===== src/rtl/melody_sequencer.sv =====
// Purpose : plays a fixed 16-entry song ROM as tone codes + beeper enable, with play/pause/stop and optional looping.
// Latency : play sampled in cycle t -> FETCH at t+1 -> tone/tone_en valid from t+2; per-note period beats*BEAT_CYCLES+1.
// Backpr. : none; pause freezes note/gap timing and mutes tone_en, stop aborts to IDLE with top priority.
// Ports   : clk_in, rst_n_in (async active-low); play/pause/stop requests in;
//           tone[4:0], tone_en, note_idx[3:0] registered out; busy (not IDLE), done (1-cycle end-of-song pulse).
module melody_sequencer #(
  parameter int BEAT_CYCLES = 3_000_000,
  parameter int GAP_CYCLES  = 240_000,
  parameter bit LOOP        = 1'b0
) (
  input  logic       clk_in,
  input  logic       rst_n_in,
  input  logic       play,
  input  logic       pause,
  input  logic       stop,
  output logic [4:0] tone,
  output logic       tone_en,
  output logic [3:0] note_idx,
  output logic       busy,
  output logic       done
);

  localparam int CW = 26;
  localparam logic [CW-1:0] BEAT_W   = CW'(BEAT_CYCLES);
  localparam logic [CW-1:0] GAP_W    = CW'(GAP_CYCLES);
  localparam logic [CW-1:0] GAP_LAST = CW'(GAP_CYCLES - 1);

  typedef enum logic [2:0] {
    S_IDLE,
    S_FETCH,
    S_NOTE,
    S_GAP,
    S_DONE
  } state_t;

  state_t        state, state_nxt;
  logic [CW-1:0] cnt, cnt_nxt;
  logic [4:0]    tone_nxt;
  logic          tone_en_nxt;
  logic [3:0]    idx_nxt;

  logic [7:0]    rom_dat;
  logic [4:0]    rom_tone;
  logic [2:0]    rom_beats;
  logic [CW-1:0] note_load;

  // Song ROM: {tone[4:0], beats[2:0]}; beats == 0 marks the end of the song.
  always_comb begin
    rom_dat = 8'h00;
    case (note_idx)
      4'd0:    rom_dat = {5'h01, 3'd1};
      4'd1:    rom_dat = {5'h02, 3'd1};
      4'd2:    rom_dat = {5'h03, 3'd1};
      4'd3:    rom_dat = {5'h00, 3'd1};
      4'd4:    rom_dat = {5'h05, 3'd2};
      4'd5:    rom_dat = {5'h06, 3'd1};
      4'd6:    rom_dat = {5'h11, 3'd2};
      4'd7:    rom_dat = {5'h15, 3'd4};
      default: rom_dat = 8'h00;
    endcase
  end

  assign rom_tone  = rom_dat[7:3];
  assign rom_beats = rom_dat[2:0];

  // NOTE counts down from load to 0 inclusive, so it lasts beats*BEAT-GAP cycles.
  assign note_load = CW'(rom_beats) * BEAT_W - GAP_W - CW'(1);

  always_comb begin
    state_nxt   = state;
    cnt_nxt     = cnt;
    tone_nxt    = tone;
    tone_en_nxt = 1'b0;
    idx_nxt     = note_idx;

    if (stop) begin
      state_nxt = S_IDLE;
      cnt_nxt   = '0;
      tone_nxt  = 5'h00;
      idx_nxt   = 4'd0;
    end else begin
      case (state)
        S_IDLE: begin
          if (play) begin
            state_nxt = S_FETCH;
            idx_nxt   = 4'd0;
          end
        end
        S_FETCH: begin
          if (rom_beats == 3'd0) begin
            state_nxt = S_DONE;
            tone_nxt  = 5'h00;
          end else begin
            state_nxt   = S_NOTE;
            tone_nxt    = rom_tone;
            tone_en_nxt = (rom_tone != 5'h00);
            cnt_nxt     = note_load;
          end
        end
        S_NOTE: begin
          // Paused: counter holds and tone_en stays at its default of 0.
          if (!pause) begin
            if (cnt == '0) begin
              state_nxt = S_GAP;
              cnt_nxt   = GAP_LAST;
            end else begin
              cnt_nxt     = cnt - CW'(1);
              tone_en_nxt = (tone != 5'h00);
            end
          end
        end
        S_GAP: begin
          if (!pause) begin
            if (cnt == '0) begin
              state_nxt = S_FETCH;
              idx_nxt   = note_idx + 4'd1;
            end else begin
              cnt_nxt = cnt - CW'(1);
            end
          end
        end
        S_DONE: begin
          idx_nxt   = 4'd0;
          state_nxt = LOOP ? S_FETCH : S_IDLE;
        end
        default: begin
          state_nxt = S_IDLE;
          tone_nxt  = 5'h00;
          idx_nxt   = 4'd0;
        end
      endcase
    end
  end

  always_ff @(posedge clk_in or negedge rst_n_in) begin
    if (!rst_n_in) begin
      state    <= S_IDLE;
      cnt      <= '0;
      tone     <= 5'h00;
      tone_en  <= 1'b0;
      note_idx <= 4'd0;
    end else begin
      state    <= state_nxt;
      cnt      <= cnt_nxt;
      tone     <= tone_nxt;
      tone_en  <= tone_en_nxt;
      note_idx <= idx_nxt;
    end
  end

  assign busy = (state != S_IDLE);
  assign done = (state == S_DONE);

endmodule

===== config.mk =====
export PLATFORM = sky130hd
export DESIGN_NAME = melody_sequencer
export DESIGN_NICKNAME = d
export VERILOG_FILES = /design/src/rtl/melody_sequencer.sv
export SDC_FILE = /design/constraint.sdc
export NUM_CORES = 1
export LEC_CHECK = 0
export BUFFER_PORTS_ARGS = -buffer_cell sky130_fd_sc_hd__buf_4
export CORE_MARGIN = 4
export CORE_UTILIZATION = 44
export CTS_CLUSTER_SIZE = 10
export DETAILED_ROUTE_END_ITERATION = 16
export SLEW_MARGIN = 20
export SYNTH_ARGS = -nofsm -noshare
export SYNTH_HDL_FRONTEND = slang
export SYNTH_SLANG_ARGS = --single-unit

===== constraint.sdc =====
create_clock -name clk_in -period 4 [get_ports clk_in]
set_input_delay 0.8 -clock clk_in [delete_from_list [all_inputs] [get_ports clk_in]]
set_output_delay 0.8 -clock clk_in [all_outputs]
set_load 0.05 [all_outputs]

---- Word level (Yosys, flattened, before mapping) ----
Memory sizes are Yosys's and may differ from the RTL's.
Cells that the tools add are included.
Widths: inputs -> output; s select.
storage, ports and cells
  bits in registers ....................... 39
  bits in read-only memories .............. 56
  input bits .............................. 5
  output and inout port bits .............. 12
  logic and storage cells ................. 65
  memories kept ........................... 1
memories
  name             words  bits a word  read ports  clocked after memory_dff  wr ports  RTL line  text
  (no name shown)  8      7            1           0                         0         50        case (note_idx)
operators by class
  $add $sub $neg .......................... 4
  $mul .................................... 1
  eq/ne operators ......................... 13
  multiplexer cells ....................... 29
  reduce and logical (&&, ||, !) cells .... 12
operators with widths
  operator                number
  $mux 26                 6
  $pmux 26 s3             1
  $sub 26x1->26 const B   2
  $logic_not 26->1        1
  $sub 25x18->26 const B  1
  $mux 3                  7
  $ne 3x3->1 const B      7
  $mul 3x16->19 const B   1
  $mux 4                  4
  $pmux 3 s4              1
  $pmux 4 s3              1
  $mux 5                  2
  $pmux 5 s2              1
  $reduce_and 5->1        2
  $reduce_bool 5->1       2
  $mux 8                  1
  $eq 3x2->1 const B      2
  $logic_not 3->1         2
  $add 4x1->4 const B     1
  $mux 1                  4
  $ne 2x1->1 const B      2
  $reduce_and 4->1        1
  $reduce_bool 4->1       1
  $reduce_or 4->1         1
  other kinds (5)         5

---- Logic depth before layout (Yosys ltp) ----
Gate-level depths: netlist (run 1).
An unclocked memory read counts as a cell.
  word-level depth ........................ 8
  gate-level depth with buffers ........... 16
  depth with buffers taken out ............ 15

---- Worst setup path after synthesis (run 1) ----
Ideal clock, no wire load.
  path kind ............................... flip-flop to flip-flop
  from .................................... register note_idx[1]
  to ...................................... register cnt[24]
  library setup time ...................... 134 ps
  arrival ................................. 4111 ps
  required time ........................... 3866 ps
  setup slack ............................. -245 ps
  cell stages (with the launch flop) ...... 16
  buffers on the path ..................... 0
  cell sequence ........................... dfrtp_1 -> inv_1 -> ha_1 -> nand2b_1 -> nand2_1 -> inv_1 -> fa_1 -> ha_1 -> fa_1 -> nand3_1 -> nand2_1 -> xor2_1 -> or3b_1 -> nor4b_1 -> xor2_1 -> o21ai_0
between the ends
  cells in the longest elaborated chain, start to end .. 8
ends and longest elaborated chain
  item                    RTL line  text
  start, declared         18        output logic [3:0] note_idx,
  start signal, assigned  147       note_idx <= idx_nxt;
  $mem_v2 8x7 *           -
  $mux 8 *                50
  $mul 3x16->19           67        assign note_load = CW'(rom_beats) * BEAT_W - GAP_W - CW'(1);
  $sub 25x18->26          67
  $sub 26x1->26           67
  $mux 26                 90        if (rom_beats == 3'd0) begin
  $pmux 26 s3             82        case (state)
  $mux 26                 76        if (stop) begin
  end signal, assigned    144       cnt <= cnt_nxt;
  end, declared           37        logic [CW-1:0] cnt, cnt_nxt;
Mark *: on every way between the ends. The rest lies on a longest branch, timed or not. The select of a mux whose other input is x is not followed.
A chain may end at the register's enable or synchronous reset.

---- Worst setup path after layout (run 1) ----
  from .................................... register note_idx[0]
  to ...................................... register cnt[22]
The elaborated chain is that of the path after synthesis.

==> results.txt, run 1 <==
Worst Path Required: 4.18 ns
Drt pass-1 iters: 5
CTS tree: done
Pwr Density: 244 nW/µm²
Final non-filler cell total: 543
Reg power frac: 0.481
Placeable Area: 7730 µm²
CTS Buf Count: 5
Num rows: 32
Largest family of logic cells by synthesized area: simple AND/OR/NAND/NOR gates
CP Class: reg -> reg
Relative max-transition margin: 0.497
Avg Inst Size Synth: 8.20 µm²
Psw: 315 µW
Post-synth EDFFs: 0
Minimum clock period: 3.79 ns
Most common cell after layout, fill and taps aside: nor2_1
Util after Layout: 0.498
Synth async-reset ratio: 1.00
Leakage: 0.00160 µW
Syn Nets: 458
Synthesis Warnings: 0
Largest net degree at the start of global routing: 39
Max Freq: 0.264 GHz
Hold crit path type: in -> async
Clock root buffer: clkbuf_8
Number of fill cells: 749
Multiplexer area fraction after synthesis: 0
Clock transition at path regs: 0.08 ns
Initial core utilization: 0.453
Diodes inserted: 0
Combinational power share: 0.219
RSZ-0062 raised after global routing: true
Crit-path max FO: 8
Area fraction in compound gates after synthesis: 0.249
Synth area leaders: dfrtp_1 27%, ha_1 7.1%, a21oi_1 5.3%
Final Slew Violations: 0
Pint: 626 µW
Synth Flop Type: dfrtp_1
Most frequent cells in the layout: 41 x nor2_1, 37 x a21oi_1, 36 x dfrtp_1, 27 x nand2_1, 27 x buf_4
CTS Buffer Depth: 2
Die Wd: 97.2 µm
Post-synthesis sequential area ratio: 0.272
Iteration-0 DRC Markers: 211
Hold-fix buffers, CTS: 0
Storage cell area: 953 µm²
GRT Util Overall: 0.208
Initial antenna violation count: 0
Adder-cell share of the synthesized area: 0.106
Worst Setup End Kind: flip-flop
GR Overflow Total: 0
Die extent in y: 97.2 µm
Worst path max stage delay: 0.51 ns
Clk pwr share: 0.299
Final WL: 9700 µm
Share of the synthesized area in the top cell type: 0.272
First-pass GRT wire length: 16,100 µm
Hold_ws: 0.464 ns
Average wire per standard cell: 17.9 µm
Worst skew pair latency: 0.29 ns
P&R area growth vs syn: 10.0%
Clock sinks: 38
Hpwl dp: 7410 µm
FF-to-FF path depth: 14
Post-synthesis xor/xnor area fraction: 0.0675
Crit path top cell by count: ha_1
Multi-input logic area: 2410 µm²
Vias in the first global route: 3,082
Max cap viols: 0
# port buffers: 15
Cell taking the most area after synthesis: dfrtp_1
Worst Clk Skew: 0.00612 ns
Placed cells: 535
Worst-Margin Slew: 0.754 ns
Status: finished, final reports clean
Remaining antenna violation count after routing: 0
Post-Syn Area: 3500 µm²
Layout cells sized above 1: 0.145
I/O Pins: 17
Final setup violating endpoints: 0
Net Sw Frac: 0.334
Yosys cell types: 64
Hold Vio Cnt, Final: 0
Final period utilization: 0.947
Nets@finish: 471
Post-Syn Instances: 427
Die area: 9450 µm²
Post-synthesis simple-gate area fraction: 0.257
Remaining DRCs: 0
H-tree depth: 2
Vias: 3,247
Number of synthesized register bits: 38
Vias per cell: 5.98
Critical path, cell by cell: ha_1, ha_1, nand2b_1, inv_1, fa_1, ha_1, fa_1, nand3_1, nand2_1, xor2_1, or3b_4, or3_1, a21oi_1, o21ai_0
Worst Path Arrival: 3.97 ns
GP Congestion: 0.966
Critical-path top delay cell: fa_1
Peak supply drop: 109 µV
CP Launch Type: flip-flop
-- registers in the layout, indices dropped and copies added, names as in the netlist --
register	flops
cnt	26
state	3
note_idx	4
tone_en	1
tone	4
-- layout make-up --
class	count	area share
Clock inverter	1	0.00130
Tap cell	102	0.0331
Inverter	17	0.0166
Multi-Input combinational cell	351	0.626
Clock buffer	7	0.0224
Sequential cell	38	0.248
Timing Repair Buffer	27	0.0526
-- power groups by stage --
stage | Sequential, µW | Clock (µW) | Combinational (µW)
after detailed placement | 460 | 0 | 205
after global placement | 459 | 0 | 202
after CTS | 452 | 287 | 207
after global routing | 459 | 306 | 229
final | 453 | 282 | 206
after floorplan | 449 | 0 | 157
-- synthesized netlist by cell type (7+ instances only) --
cell type	number
a21oi_1	37
o31ai_1	7
nor2_1	41
xnor2_1	18
xor2_1	9
ha_1	20
and3_1	8
dfrtp_1	38
nand2_1	28
inv_1	17
or3_1	8
o22a_1	9
clkbuf_1	12
nor4_1	9
o21ai_0	24
or2_2	7
nand3_1	12
a31oi_1	7
nand2b_1	10
nor3_1	15
-- routing by layer --
metal,GRT usage,routed length (µm),vias up,share of wire
met5,0,0,-,0
met4,0.0896,316,0,0.033
met3,0.0337,400,20,0.041
met2,0.325,4590,94,0.47
met1,0.283,4400,1553,0.45
li1,-,-,1580,-
-- per-stage QoR --
step / instance area [µm²] / total power [µW] / setup TNS (ns) / worst slack [ns]
5_1_grt: 3850 / 993 / -0.115 / -0.104
4_1_cts: 3820 / 945 / 0 / 0.0179
6_report: 3850 / 941 / 0 / 0.210
2_1_floorplan: 3510 / 605 / 0 / 0.0345
3_5_place_dp: 3730 / 665 / 0 / 0.0471
3_3_place_gp: 3730 / 661 / 0 / 0.0718
-- logic make-up after synthesis --
| family | count (synthesis) |
|---|---|
| simple gates | 167 |
| compound gates | 130 |
| buf+inv | 38 |
| flops | 38 |
| xor+xnor | 27 |
| fa+ha+maj | 26 |
| other cells | 1 |
-- critical path, delay by kind of cell (launching register included) --
| kind | cells | cell delay [ns] |
|---|---|---|
| DFF | 1 | 0.46 |
| AOI/OAI and AO/OA | 2 | 0.23 |
| buffers and inverters | 1 | 0.10 |
| and+or+nand+nor | 5 | 1.10 |
| adders and majority gates | 5 | 1.61 |
| xor gates and xnor gates | 1 | 0.17 |
-- what timing repair did --
action,CTS,global route
resized for setup,0,6
buffers inserted,0,0
setup endpoints to repair,0,3
-- worst paths after layout --
check / startpoint / to / slack (ns)
max: note_idx[0]$_DFFE_PN0P_ / cnt[22]$_DFFE_PN0P_ / 0.21
min: rst_n_in / cnt[16]$_DFFE_PN0P_ / 0.46
max reg2reg: note_idx[0]$_DFFE_PN0P_ / cnt[22]$_DFFE_PN0P_ / 0.21
min reg2reg: tone[2]$_DFFE_PN0P_ / tone[2]$_DFFE_PN0P_ / 0.51
max in group asynchronous: rst_n_in / note_idx[0]$_DFFE_PN0P_ / 3.17
min in group clk_in: tone[2]$_DFFE_PN0P_ / tone[2]$_DFFE_PN0P_ / 0.51
Note: power is estimated with default switching activity, not from simulation.
==> inputs of run 2 (changes only) <==
--- a/config.mk
+++ b/config.mk
@@ -5,11 +5,11 @@
 export SDC_FILE = /design/constraint.sdc
 export NUM_CORES = 1
 export LEC_CHECK = 0
-export BUFFER_PORTS_ARGS = -buffer_cell sky130_fd_sc_hd__buf_4
 export CORE_MARGIN = 4
 export CORE_UTILIZATION = 44
 export CTS_CLUSTER_SIZE = 10
 export DETAILED_ROUTE_END_ITERATION = 16
+export DONT_BUFFER_PORTS = 1
 export SLEW_MARGIN = 20
 export SYNTH_ARGS = -nofsm -noshare
 export SYNTH_HDL_FRONTEND = slang
==> results.txt, run 2 (same netlist as run 1, synthesis figures left out) <==
Drt pass-1 iters: 4
Num rows: 32
Worst-Margin Slew: 0.765 ns
CTS Buffer Depth: 2
Layout cells sized above 1: 0.125
Most frequent cells in the layout: 41 x nor2_1, 37 x a21oi_1, 36 x dfrtp_1, 27 x nand2_1, 24 x o21ai_0
Most common cell after layout, fill and taps aside: nor2_1
Status: finished, final reports clean
CP Launch Type: flip-flop
Storage cell area: 953 µm²
I/O Pins: 17
Max Freq: 0.264 GHz
Multi-input logic area: 2410 µm²
Final WL: 9480 µm
Vias: 3,185
CTS tree: done
Remaining antenna violation count after routing: 0
GR Overflow Total: 0
# port buffers: 0
Hold-fix buffers, CTS: 0
Clock transition at path regs: 0.08 ns
Crit-path max FO: 9
Hpwl dp: 7200 µm
Worst skew pair latency: 0.29 ns
Max reg flops: 26
Clock root buffer: clkbuf_8
Iteration-0 DRC Markers: 179
Minimum clock period: 3.79 ns
Diodes inserted: 0
Die extent in y: 97.2 µm
Average wire per standard cell: 17.7 µm
Hold Vio Cnt, Final: 0
Initial core utilization: 0.453
RSZ-0062 raised after global routing: false
Final setup violating endpoints: 0
Max cap viols: 0
CP Class: reg -> reg
Relative max-transition margin: 0.490
Biggest regs: cnt: 26 flops, note_idx: 4 flops, tone: 4 flops
Die Wd: 97.2 µm
Worst Setup End Kind: flip-flop
Post-CTS setup buffers: 0
Biggest register: cnt
Clock sinks: 38
Worst path max stage delay: 0.49 ns
WP buf/inv: 3
GP Congestion: 0.957
Final non-filler cell total: 534
Final Slew Violations: 0
Critical-path top delay cell: or3b_1
Number of fill cells: 755
Worst Clk Skew: 0.00778 ns
H-tree depth: 2
Placeable Area: 7730 µm²
Remaining DRCs: 0
Total negative slack: 0 ns
Crit path top cell by count: ha_1
Hold_ws: 0.194 ns
First-pass GRT wire length: 16,100 µm
Vias in the first global route: 3,145
CTS Buf Count: 5
CP delay by family, top: simple AND/OR/NAND/NOR gates
Worst Path Required: 4.17 ns
Leakage: 0.00155 µW
Peak supply drop: 91.4 µV
Pwr Density: 243 nW/µm²
Vias per cell: 5.96
Critical path, cell by cell: ha_1, nand2b_1, nand2_2, inv_1, buf_4, ha_1, ha_1, inv_1, o211a_1, a211oi_1, or3b_1, or3_1, a21oi_1, o21ai_0
Final period utilization: 0.948
GRT Util Overall: 0.206
Initial antenna violation count: 0
Hold crit path type: in -> async
P&R area growth vs syn: 8.01%
Placed cells: 526
Nets@finish: 462
Die area: 9450 µm²
Worst Path Arrival: 3.97 ns
Largest net degree at the start of global routing: 39
[run 2: changes by cell type in the layout (fill, tap and decap cells not counted), sizes merged]
cell	delta
buf	-9
[run 2: area by class of cell]
type	instances	area share
sequential	38	0.252
clock inverter	1	0.00132
inverter	17	0.0169
clock buffer	7	0.0228
tap	102	0.0338
multi-input combinational	351	0.637
timing repair buffer	18	0.0357
[run 2: what timing repair did]
item | CTS | global route
resized for setup | 0 | 5
hold endpoints to repair | 0 | 0
setup endpoints to repair | 0 | 3
[run 2: per-stage QoR]
stage          total power [µW]  worst slack (ns)   util  instance area (µm²)
3_5_place_dp                643             0.104  0.474                 3660
2_1_floorplan               605            0.0345      -                 3510
4_1_cts                     926            0.0658  0.486                 3760
6_report                    919             0.206  0.489                 3780
3_3_place_gp                641             0.120  0.474                 3660
5_1_grt                     974           0.00198  0.489                 3780
[run 2: worst reg2reg max path, cell delays in order (launching register included)]
cell and delay [ns]:
dfrtp_2 0.44, ha_1 0.19, nand2b_1 0.19, nand2_2 0.15, inv_1 0.08, buf_4 0.16, ha_1 0.20, ha_1 0.47
inv_1 0.15, o211a_1 0.24, a211oi_1 0.31, or3b_1 0.49, or3_1 0.37, a21oi_1 0.15, o21ai_0 0.08
[run 2: final timing paths]
| kind | from | end | slack [ns] | cells after the start |
|---|---|---|---|---|
| setup / recovery | note_idx[0]$_DFFE_PN0P_ | cnt[22]$_DFFE_PN0P_ | 0.21 | 14 |
| hold / removal | rst_n_in | cnt[14]$_DFFE_PN0P_ | 0.19 | 0 |
| setup reg to reg | note_idx[0]$_DFFE_PN0P_ | cnt[22]$_DFFE_PN0P_ | 0.21 | 14 |
| hold reg to reg | cnt[7]$_DFFE_PN0P_ | cnt[7]$_DFFE_PN0P_ | 0.53 | 2 |
| max in group asynchronous | rst_n_in | cnt[24]$_DFFE_PN0P_ | 3.71 | 0 |
| min in group clk_in | cnt[7]$_DFFE_PN0P_ | cnt[7]$_DFFE_PN0P_ | 0.53 | 2 |
[run 2: report_power, final]
| group | switching, µW | internal, µW | leakage [µW] |
|---|---|---|---|
| logic | 112 | 68.8 | 0.00100 |
| clock network | 142 | 139 | 0.0000482 |
| registers | 45.0 | 412 | 0.000498 |
[run 2: layer usage]
metal | vias to the layer above | part of all wire | global-route usage
met1 | 1534 | 0.45 | 0.272
met2 | 69 | 0.48 | 0.338
met4 | 0 | 0.033 | 0.0832
met5 | - | 0 | 0
li1 | 1563 | - | -
met3 | 19 | 0.036 | 0.0287
